--- config.mk ---
export PLATFORM = sky130hd
export DESIGN_NAME = trivium_uniform_sampler
export DESIGN_NICKNAME = d
export VERILOG_FILES = /design/src/rtl/trivium_uniform_sampler_pkg.sv /design/src/rtl/trivium_uniform_sampler_trivium64.sv /design/src/rtl/trivium_uniform_sampler.sv
export SDC_FILE = /design/constraint.sdc
export NUM_CORES = 2
export LEC_CHECK = 0
export BUFFER_PORTS_ARGS = -buffer_cell sky130_fd_sc_hd__buf_2
export CORE_ASPECT_RATIO = 1.75
export CORE_MARGIN = 5
export CORE_UTILIZATION = 57
export CTS_CLUSTER_DIAMETER = 150
export DETAILED_ROUTE_END_ITERATION = 8
export PLACE_DENSITY_LB_ADDON = 0.2
export SYNTH_ARGS = -nofsm -noshare
export SYNTH_HDL_FRONTEND = slang
export SYNTH_SLANG_ARGS = --single-unit
--- constraint.sdc ---
create_clock -name clk -period 21.1 [get_ports clk]
set_clock_uncertainty 0.1 [all_clocks]
set_input_delay 4.22 -clock clk [delete_from_list [all_inputs] [get_ports clk]]
set_output_delay 4.22 -clock clk [all_outputs]
set_load 0.05 [all_outputs]
--- src/rtl/trivium_uniform_sampler_pkg.sv ---
// Shared definitions for the Trivium64 uniform coefficient sampler:
// buffer/word geometry, FSM state encoding and the seed-to-state mapping.
package trivium_uniform_sampler_pkg;

  localparam int BUF_W          = 128;
  localparam int WORD_W         = 64;
  localparam int TRIV_W         = 288;
  localparam int DEFAULT_WARMUP = 18;

  typedef enum logic [2:0] {
    ST_IDLE,
    ST_SEED,
    ST_WARMUP,
    ST_RUN,
    ST_DONE
  } state_t;

  // Seed fills the low key bits s1..s64; IV is all-zero; s286..s288 = 1.
  function automatic logic [TRIV_W-1:0] trivium_init(input logic [WORD_W-1:0] seed);
    return {3'b111, 221'b0, seed};
  endfunction

endpackage

--- src/rtl/trivium_uniform_sampler_trivium64.sv ---
// Trivium core advancing 64 steps per enabled cycle; tout is the 64 keystream
// bits of the current state, bit i produced by step i.
module trivium64_update
  import trivium_uniform_sampler_pkg::*;
(
  input  logic              clk,
  input  logic              load_seed,
  input  logic              enable,
  input  logic [WORD_W-1:0] seed,
  output logic [WORD_W-1:0] tout
);

  logic [TRIV_W-1:0] st;
  logic [TRIV_W-1:0] st_next;

  always_comb begin
    logic t1, t2, t3;
    // NOTE: every variable gets a default before the loop so no latch is inferred.
    t1      = 1'b0;
    t2      = 1'b0;
    t3      = 1'b0;
    st_next = st;
    tout    = '0;
    // NOTE: blocking assignments chain all 64 steps within one cycle.
    for (int i = 0; i < WORD_W; i++) begin
      t1      = st_next[65]  ^ st_next[92];
      t2      = st_next[161] ^ st_next[176];
      t3      = st_next[242] ^ st_next[287];
      tout[i] = t1 ^ t2 ^ t3;
      t1      = t1 ^ (st_next[90]  & st_next[91])  ^ st_next[170];
      t2      = t2 ^ (st_next[174] & st_next[175]) ^ st_next[263];
      t3      = t3 ^ (st_next[285] & st_next[286]) ^ st_next[68];
      st_next = {st_next[286:177], t2, st_next[175:93], t1, st_next[91:0], t3};
    end
  end

  // NOTE: the cipher state has no reset; every run reloads it through load_seed.
  always_ff @(posedge clk) begin
    if (load_seed)   st <= trivium_init(seed);
    else if (enable) st <= st_next;
  end

endmodule

--- src/rtl/trivium_uniform_sampler.sv ---
// Seeds and warms up a Trivium64 core, slices its keystream into LOGQ-bit
// candidates, rejects those >= modulus and streams the rest out.
module trivium_uniform_sampler
  import trivium_uniform_sampler_pkg::*;
#(
  parameter int LOGQ   = 32,
  parameter int WARMUP = DEFAULT_WARMUP,
  parameter int CNT_W  = 16
) (
  input  logic              clk,
  input  logic              rst,
  input  logic              start,
  input  logic [63:0]       seed,
  input  logic [LOGQ-1:0]   modulus,
  input  logic [CNT_W-1:0]  num_coeff,
  output logic [LOGQ-1:0]   coeff_data,
  output logic              coeff_valid,
  input  logic              coeff_ready,
  output logic              busy,
  output logic              done
);

  localparam int               WC_W   = $clog2(WARMUP + 1);
  localparam logic [7:0]       LOGQ_F = 8'(LOGQ);
  localparam logic [7:0]       WORD_F = 8'(WORD_W);
  localparam logic [CNT_W-1:0] ONE    = CNT_W'(1);

  state_t            state;
  logic [63:0]       seed_q;
  logic [LOGQ-1:0]   mod_q;
  logic [CNT_W-1:0]  num_q;
  logic [CNT_W-1:0]  issued;
  logic [CNT_W-1:0]  emitted;
  logic [WC_W-1:0]   warm_cnt;
  logic [7:0]        fill;
  logic [BUF_W-1:0]  bit_buf;

  logic              load_seed, enable, push, pop, accept, handshake, last;
  logic [WORD_W-1:0] tout;
  logic [LOGQ-1:0]   cand;
  logic [7:0]        post_fill, fill_next;
  logic [BUF_W-1:0]  buf_next;

  // issued counts accepted candidates (emitted + pending), so no pop overshoots num_q.
  assign pop       = (state == ST_RUN) && (fill >= LOGQ_F) &&
                     (!coeff_valid || coeff_ready) && (issued < num_q);
  assign push      = (state == ST_RUN) && (fill <= WORD_F);
  assign cand      = bit_buf[LOGQ-1:0];
  assign accept    = (mod_q == '0) || (cand < mod_q);
  assign handshake = coeff_valid && coeff_ready;
  assign last      = handshake && (emitted == num_q - ONE);
  assign load_seed = (state == ST_SEED);
  assign enable    = push || (state == ST_WARMUP);

  assign post_fill = pop ? fill - LOGQ_F : fill;
  assign fill_next = post_fill + (push ? WORD_F : 8'd0);
  assign buf_next  = (pop ? bit_buf >> LOGQ : bit_buf) |
                     (push ? {{(BUF_W-WORD_W){1'b0}}, tout} << post_fill : '0);

  trivium64_update u_trivium (
    .clk       (clk),
    .load_seed (load_seed),
    .enable    (enable),
    .seed      (seed_q),
    .tout      (tout)
  );

  always_ff @(posedge clk or posedge rst) begin
    if (rst) begin
      state       <= ST_IDLE;
      seed_q      <= '0;
      mod_q       <= '0;
      num_q       <= '0;
      issued      <= '0;
      emitted     <= '0;
      warm_cnt    <= '0;
      fill        <= '0;
      bit_buf     <= '0;
      coeff_data  <= '0;
      coeff_valid <= 1'b0;
      busy        <= 1'b0;
      done        <= 1'b0;
    end else begin
      done <= 1'b0;
      case (state)
        ST_IDLE: if (start) begin
          seed_q  <= seed;
          mod_q   <= modulus;
          num_q   <= num_coeff;
          issued  <= '0;
          emitted <= '0;
          busy    <= 1'b1;
          if (num_coeff == '0) begin
            state <= ST_DONE;
            done  <= 1'b1;
          end else begin
            state <= ST_SEED;
          end
        end
        ST_SEED: begin
          state    <= ST_WARMUP;
          warm_cnt <= '0;
          fill     <= '0;
          bit_buf  <= '0;
        end
        ST_WARMUP: begin
          warm_cnt <= warm_cnt + WC_W'(1);
          if (warm_cnt == WC_W'(WARMUP - 1)) state <= ST_RUN;
        end
        ST_RUN: begin
          bit_buf <= buf_next;
          fill    <= fill_next;
          if (pop && accept) begin
            coeff_data  <= cand;
            coeff_valid <= 1'b1;
            issued      <= issued + ONE;
          end else if (handshake) begin
            coeff_valid <= 1'b0;
          end
          if (handshake) emitted <= emitted + ONE;
          if (last) begin
            state   <= ST_DONE;
            done    <= 1'b1;
            fill    <= '0;
            bit_buf <= '0;
          end
        end
        ST_DONE: begin
          state <= ST_IDLE;
          busy  <= 1'b0;
        end
        default: state <= ST_IDLE;
      endcase
    end
  end

endmodule

---- After elaboration in Yosys (flattened, before gate mapping) ----
Cells that the tools add are included.
storage, ports and cells
  bits in registers ....................... 611
  output and inout port bits .............. 35
  input port bits ......................... 116
  word-level logic and storage cells ...... 990
operators by class
  add/sub/neg operators ................... 6
  reductions and logical operators ........ 27
  bitwise operators ....................... 897
  multiplexer cells ....................... 29
  order comparisons ....................... 4
  shift-type cells ........................ 1
  eq/ne operators ......................... 11
operator list
  kind                   count
  $xor 1x1->1            704
  $mux 128               3
  $pmux 128 s2           1
  $and 1x1->1            192
  $mux 64                2
  $or 128x128->128       1
  $shl 64x8->128         1
  $pmux 16 s2            2
  $mux 16                3
  $add 16x1->16 const B  2
  $logic_not 32->1       1
  $lt 32x32->1           1
  $eq 16x16->1           1
  $logic_not 16->1       1
  $lt 16x16->1           1
  $mux 8                 2
  $pmux 8 s2             1
  $sub 16x1->16 const B  1
  $mux 3                 4
  $pmux 3 s4             1
  $reduce_bool 2->1      6
  $pmux 5 s2             1
  $reduce_and 3->1       3
  $add 8x7->8            1
  18 further kinds       39

---- Depth between registers and ports, before layout ----
  depth after elaboration ................. 10
  gate-level depth with buffers ........... 12
  gate-level depth less buffers ........... 9

---- Modules after synthesis ----
From an unflattened synthesis, not the netlist that was laid out.
second synthesis, totals
  cells, all modules ...................... 3364
  area, all modules ....................... 36050.8 um^2
modules (own cells, without submodules)
  module                   area an instance (um^2)  seq. area each (um^2)  cells each  instances
  trivium64_update         20261.9                  6406.1                 1647        1
  trivium_uniform_sampler  15788.9                  7957.6                 1717        1

---- Worst setup path before layout ----
OpenSTA, ideal clock, no wires.
  kind .................................... input to register
  start ................................... in coeff_ready
  end ..................................... reg bit_buf[34]
  path buffers ............................ 1
  cell stages on the path ................. 8
  required time ........................... 20.874 ns
  arrival time ............................ 6.706 ns
  library setup time ...................... 0.126 ns
  path slack .............................. 14.168 ns
  path through ............................ nor2b_1 or4_1 a211o_1 a21oi_2 xnor2_1 clkbuf_1 mux2_2 a221o_1
on the way
  longest elaborated chain between the ends .. 9
  elaborated cells between the ends (all ways) .. 12
  classes of those cells .................. shift: 1; mux: 5; bitwise: 1; reduce/logical: 5
ends and longest elaborated chain
  item                  RTL line                        text
  start, declared       trivium_uniform_sampler.sv:18   input logic coeff_ready,
  $logic_or 1x1->1      trivium_uniform_sampler.sv:46   (!coeff_valid || coeff_ready) && (issued < num_q);
  $logic_and 1x1->1     trivium_uniform_sampler.sv:45   assign pop = (state == ST_RUN) && (fill >= LOGQ_F) &&
  $logic_and 1x1->1     trivium_uniform_sampler.sv:46
  $mux 8                trivium_uniform_sampler.sv:55   assign post_fill = pop ? fill - LOGQ_F : fill;
  $shl 64x8->128        trivium_uniform_sampler.sv:58   (push ? {{(BUF_W-WORD_W){1'b0}}, tout} << post_fill : '0);
  $mux 128              trivium_uniform_sampler.sv:58
  $or 128x128->128      trivium_uniform_sampler.sv:57   assign buf_next = (pop ? bit_buf >> LOGQ : bit_buf) |
  $mux 128 *            trivium_uniform_sampler.sv:121  if (last) begin
  $pmux 128 s2 *        trivium_uniform_sampler.sv:85   case (state)
  end signal, assigned  trivium_uniform_sampler.sv:111  bit_buf <= buf_next;
  end, declared         trivium_uniform_sampler.sv:36   logic [BUF_W-1:0] bit_buf;
Every way passes the cells marked *; elsewhere a longest branch is shown, timed or not.
A chain may end at the register's enable or synchronous reset.

---- Final worst setup path ----
  start ................................... in coeff_ready
  end ..................................... reg bit_buf[11]
Same word-level chain as after synthesis.

==> results.sh <==
export IMPL_status="completed"
export IMPL_num_rows=117
export IMPL_slowest_delay_ns=0.91
export IMPL_worstHoldEndpoint="u_trivium.st[157]"
export IMPL_clkSinkCount=606
export IMPL_cts_htree_levels=2
export IMPL_ys_types=68
export IMPL_tns_ns=0
export IMPL_clock_fmax_mhz=125
export IMPL_firstDrtPassIters=6
export IMPL_antenna_found_initial=0
export IMPL_rrSetupSlack_ns=15.84
export IMPL_cts_buffers=57
export IMPL_multi_input_area_um2=17500
export IMPL_synth_nets=3948
export IMPL_nets=3883
export IMPL_drtAntennaViolNets=0
export IMPL_postCtsHoldBufs=0
export IMPL_avgRoutedWirePerCell_um=25.6
export IMPL_start_util=0.573
export IMPL_fillers=5109
export IMPL_die_h_um=330
export IMPL_slew_violations=0
export IMPL_finalCritPeriodShare=0.378
export IMPL_clkSlewWorstSetupHoldPaths_ns=0.06
export IMPL_hold_path_depth=2
export IMPL_portBuffers=150
export IMPL_gp_congestion=1.06
export IMPL_grt_max_degree=187
export IMPL_crit_chain="buf_2 -> nor2b_1 -> or4_1 -> a211o_1 -> a21oi_4 -> buf_4 -> and3_1 -> o21ai_1 -> o221ai_1"
export IMPL_synth_seq_area_share=0.431
export IMPL_root_buffer="clkbuf_16"
export IMPL_relSlewSlack=0.168
export IMPL_yosys_register_bits=606
export IMPL_hp_class="reg2reg"
export IMPL_crit_path_start_kind="primary input"
export IMPL_dp_hpwl_mm=86.8
export IMPL_ios=151
export IMPL_cp_end_kind="register"
export IMPL_dieWidth_um=193
export IMPL_ff_latch_area_um2=14400
export IMPL_netlist_area_um2=33300
export IMPL_first_iter_violations=2264
export IMPL_grt_use_total=0.362
export IMPL_drive_gt1_frac=0.0835
export IMPL_post_cts_setup_buffers=0
export IMPL_cts_tree="built"
export IMPL_route_detailed_drc=0
export IMPL_num_vias=26700
export IMPL_slowest_stage="buf_4"
export IMPL_avgSynthCellArea_um2=8.82
export IMPL_clkLatencyLatePin_ns=0.64
export IMPL_period_minus_slack_ns=7.98
export IMPL_cp_arrival_ns=8.42
export IMPL_path_class="in2reg"
export IMPL_synth_ff_type="dfrtp_1"
export IMPL_hold_violations=0
export IMPL_vias_per_cell=5.89
export IMPL_path_buf_inv=2
export IMPL_grt_pass1_wl_mm=169
export IMPL_cts_path_max_buffers=3
export IMPL_dieArea_um2=63600
export IMPL_rsz0062_at_grt="false"
export IMPL_async_flop_share=0.525
export IMPL_syn_inst=3779
export IMPL_grt_pass1_vias=25900
export IMPL_ff2ff_path_depth=11
export IMPL_max_cap_viol_count=0
export IMPL_hold_start="u_trivium.st[93]"
export IMPL_cp_required_ns=21.54
export IMPL_core_um2=58100
export IMPL_worst_pin_slew_ns=1.24
export IMPL_setup_violations=0
export IMPL_n_antenna_cell=0
export IMPL_ctsResizeCount=0
export IMPL_critical_path_top_delay_family="compound AO/OA/AOI/OAI gates"
export IMPL_rr_endpoint="bit_buf[41]"
export IMPL_worstPathMaxFanout=92
export IMPL_gr_total_overflow=0
export IMPL_area_delta_synth_final_pct=8.62
export IMPL_synth_edf_count=64
export IMPL_routed_wl_mm=116
export IMPL_yosys_warnings=0
export IMPL_r2r_start="num_q[0]"
-- cell usage in the layout, fill, tap and decap left out, types with 64 or more instances in the layout --
cell type,Yosys,routed
nand2_1,737,734
xnor2_1,519,518
dfrtp_1,318,318
nor2_1,281,279
dfxtp_1,224,224
xor2_1,213,213
a21oi_1,195,195
buf_2,11,150
a211oi_1,132,131
o21ai_0,110,110
inv_1,95,94
nand3_1,67,66
edfxtp_1,64,64
-- worst register-to-register path, delay by kind of cell (launching register included) --
kind | cells | cell delay, ns
compound gates | 4 | 1.47
fa+ha+maj | 1 | 0.26
buf+inv | 3 | 0.95
flops | 1 | 0.46
simple gates | 3 | 1.90
-- routing by layer --
metal / GRT usage / wire (µm)
met1: 0.391 / 39600
met2: 0.605 / 55500
met3: 0.0547 / 7190
met4: 0.326 / 13600
met5: 0 / 0
-- metrics by stage --
step,worst slack [ns],hold slack [ns],instances,area [µm²],utilization
6_report,13.12,0.357,4533,36200,0.623
5_1_grt,12.78,0.375,4533,36200,0.623
3_5_place_dp,12.47,0.348,4428,34200,0.589
3_3_place_gp,12.64,0.346,4428,34200,0.589
4_1_cts,13.14,0.357,4533,36200,0.623
2_1_floorplan,7.98,0.337,3779,33300,-
-- cells in the mapped netlist (all sizes together), types with 8 or more instances --
cell / count / area [µm²]
dfrtp: 318 / 7960
xnor2: 519 / 4550
or2: 15 / 93.8
buf: 17 / 108
nor4: 19 / 119
mux2i: 63 / 631
dfxtp: 224 / 4480
a211oi: 133 / 1000
a221o: 34 / 340
o21ai: 111 / 556
nor3: 12 / 60.1
and3: 40 / 250
o221ai: 17 / 149
a22oi: 56 / 420
clkbuf: 292 / 1100
nor2: 281 / 1050
or3: 16 / 100
o211ai: 36 / 270
edfxtp: 64 / 1920
nand3: 67 / 335
a22o: 32 / 280
inv: 95 / 357
a21oi: 196 / 985
nand2: 737 / 2770
nand2b: 8 / 50.1
nand4: 23 / 144
xor2: 213 / 1870
ha: 53 / 663
-- layout make-up --
cell class                      count  area share
Clock inverter                     19     0.00781
Clock buffer                       86      0.0461
Tap cell                          773      0.0267
Multi-Input combinational cell   2769       0.484
Timing Repair Buffer              185      0.0287
Inverter                           95      0.0101
Sequential cell                   606       0.397
-- how the worst max path moves through the flow --
stage,from,end,cells after the start
final,coeff_ready,bit_buf[11],9
after global routing,coeff_ready,bit_buf[7],9
after CTS,coeff_ready,bit_buf[11],9
after detailed placement,coeff_ready,bit_buf[11],9
after global placement,coeff_ready,bit_buf[11],9
after floorplan,rst,bit_buf[0],1
-- registers in the layout (all words and copies together) (netlist names), 3 cells and up --
signal and cells:
seed_q 64, mod_q 32, num_q 16, bit_buf 128, u_trivium.st 288, state 3, issued 16, coeff_data 32
emitted 16, warm_cnt 5, fill 3
-- cells by family (layout without fill, tap and decap cells) --
group | count (synthesis) | in the layout | synth area share
simple gates | 1245 | 1245 | 0.156
xor+xnor | 732 | 732 | 0.192
compound gates | 669 | 669 | 0.133
flops | 606 | 606 | 0.431
buf+inv | 404 | 385 | 0.0468
mux | 70 | 70 | 0.0213
fa+ha+maj | 53 | 53 | 0.0199
Power is not shown: default switching activity piles up to over one toggle a cycle in this logic, so the estimate is an artifact.
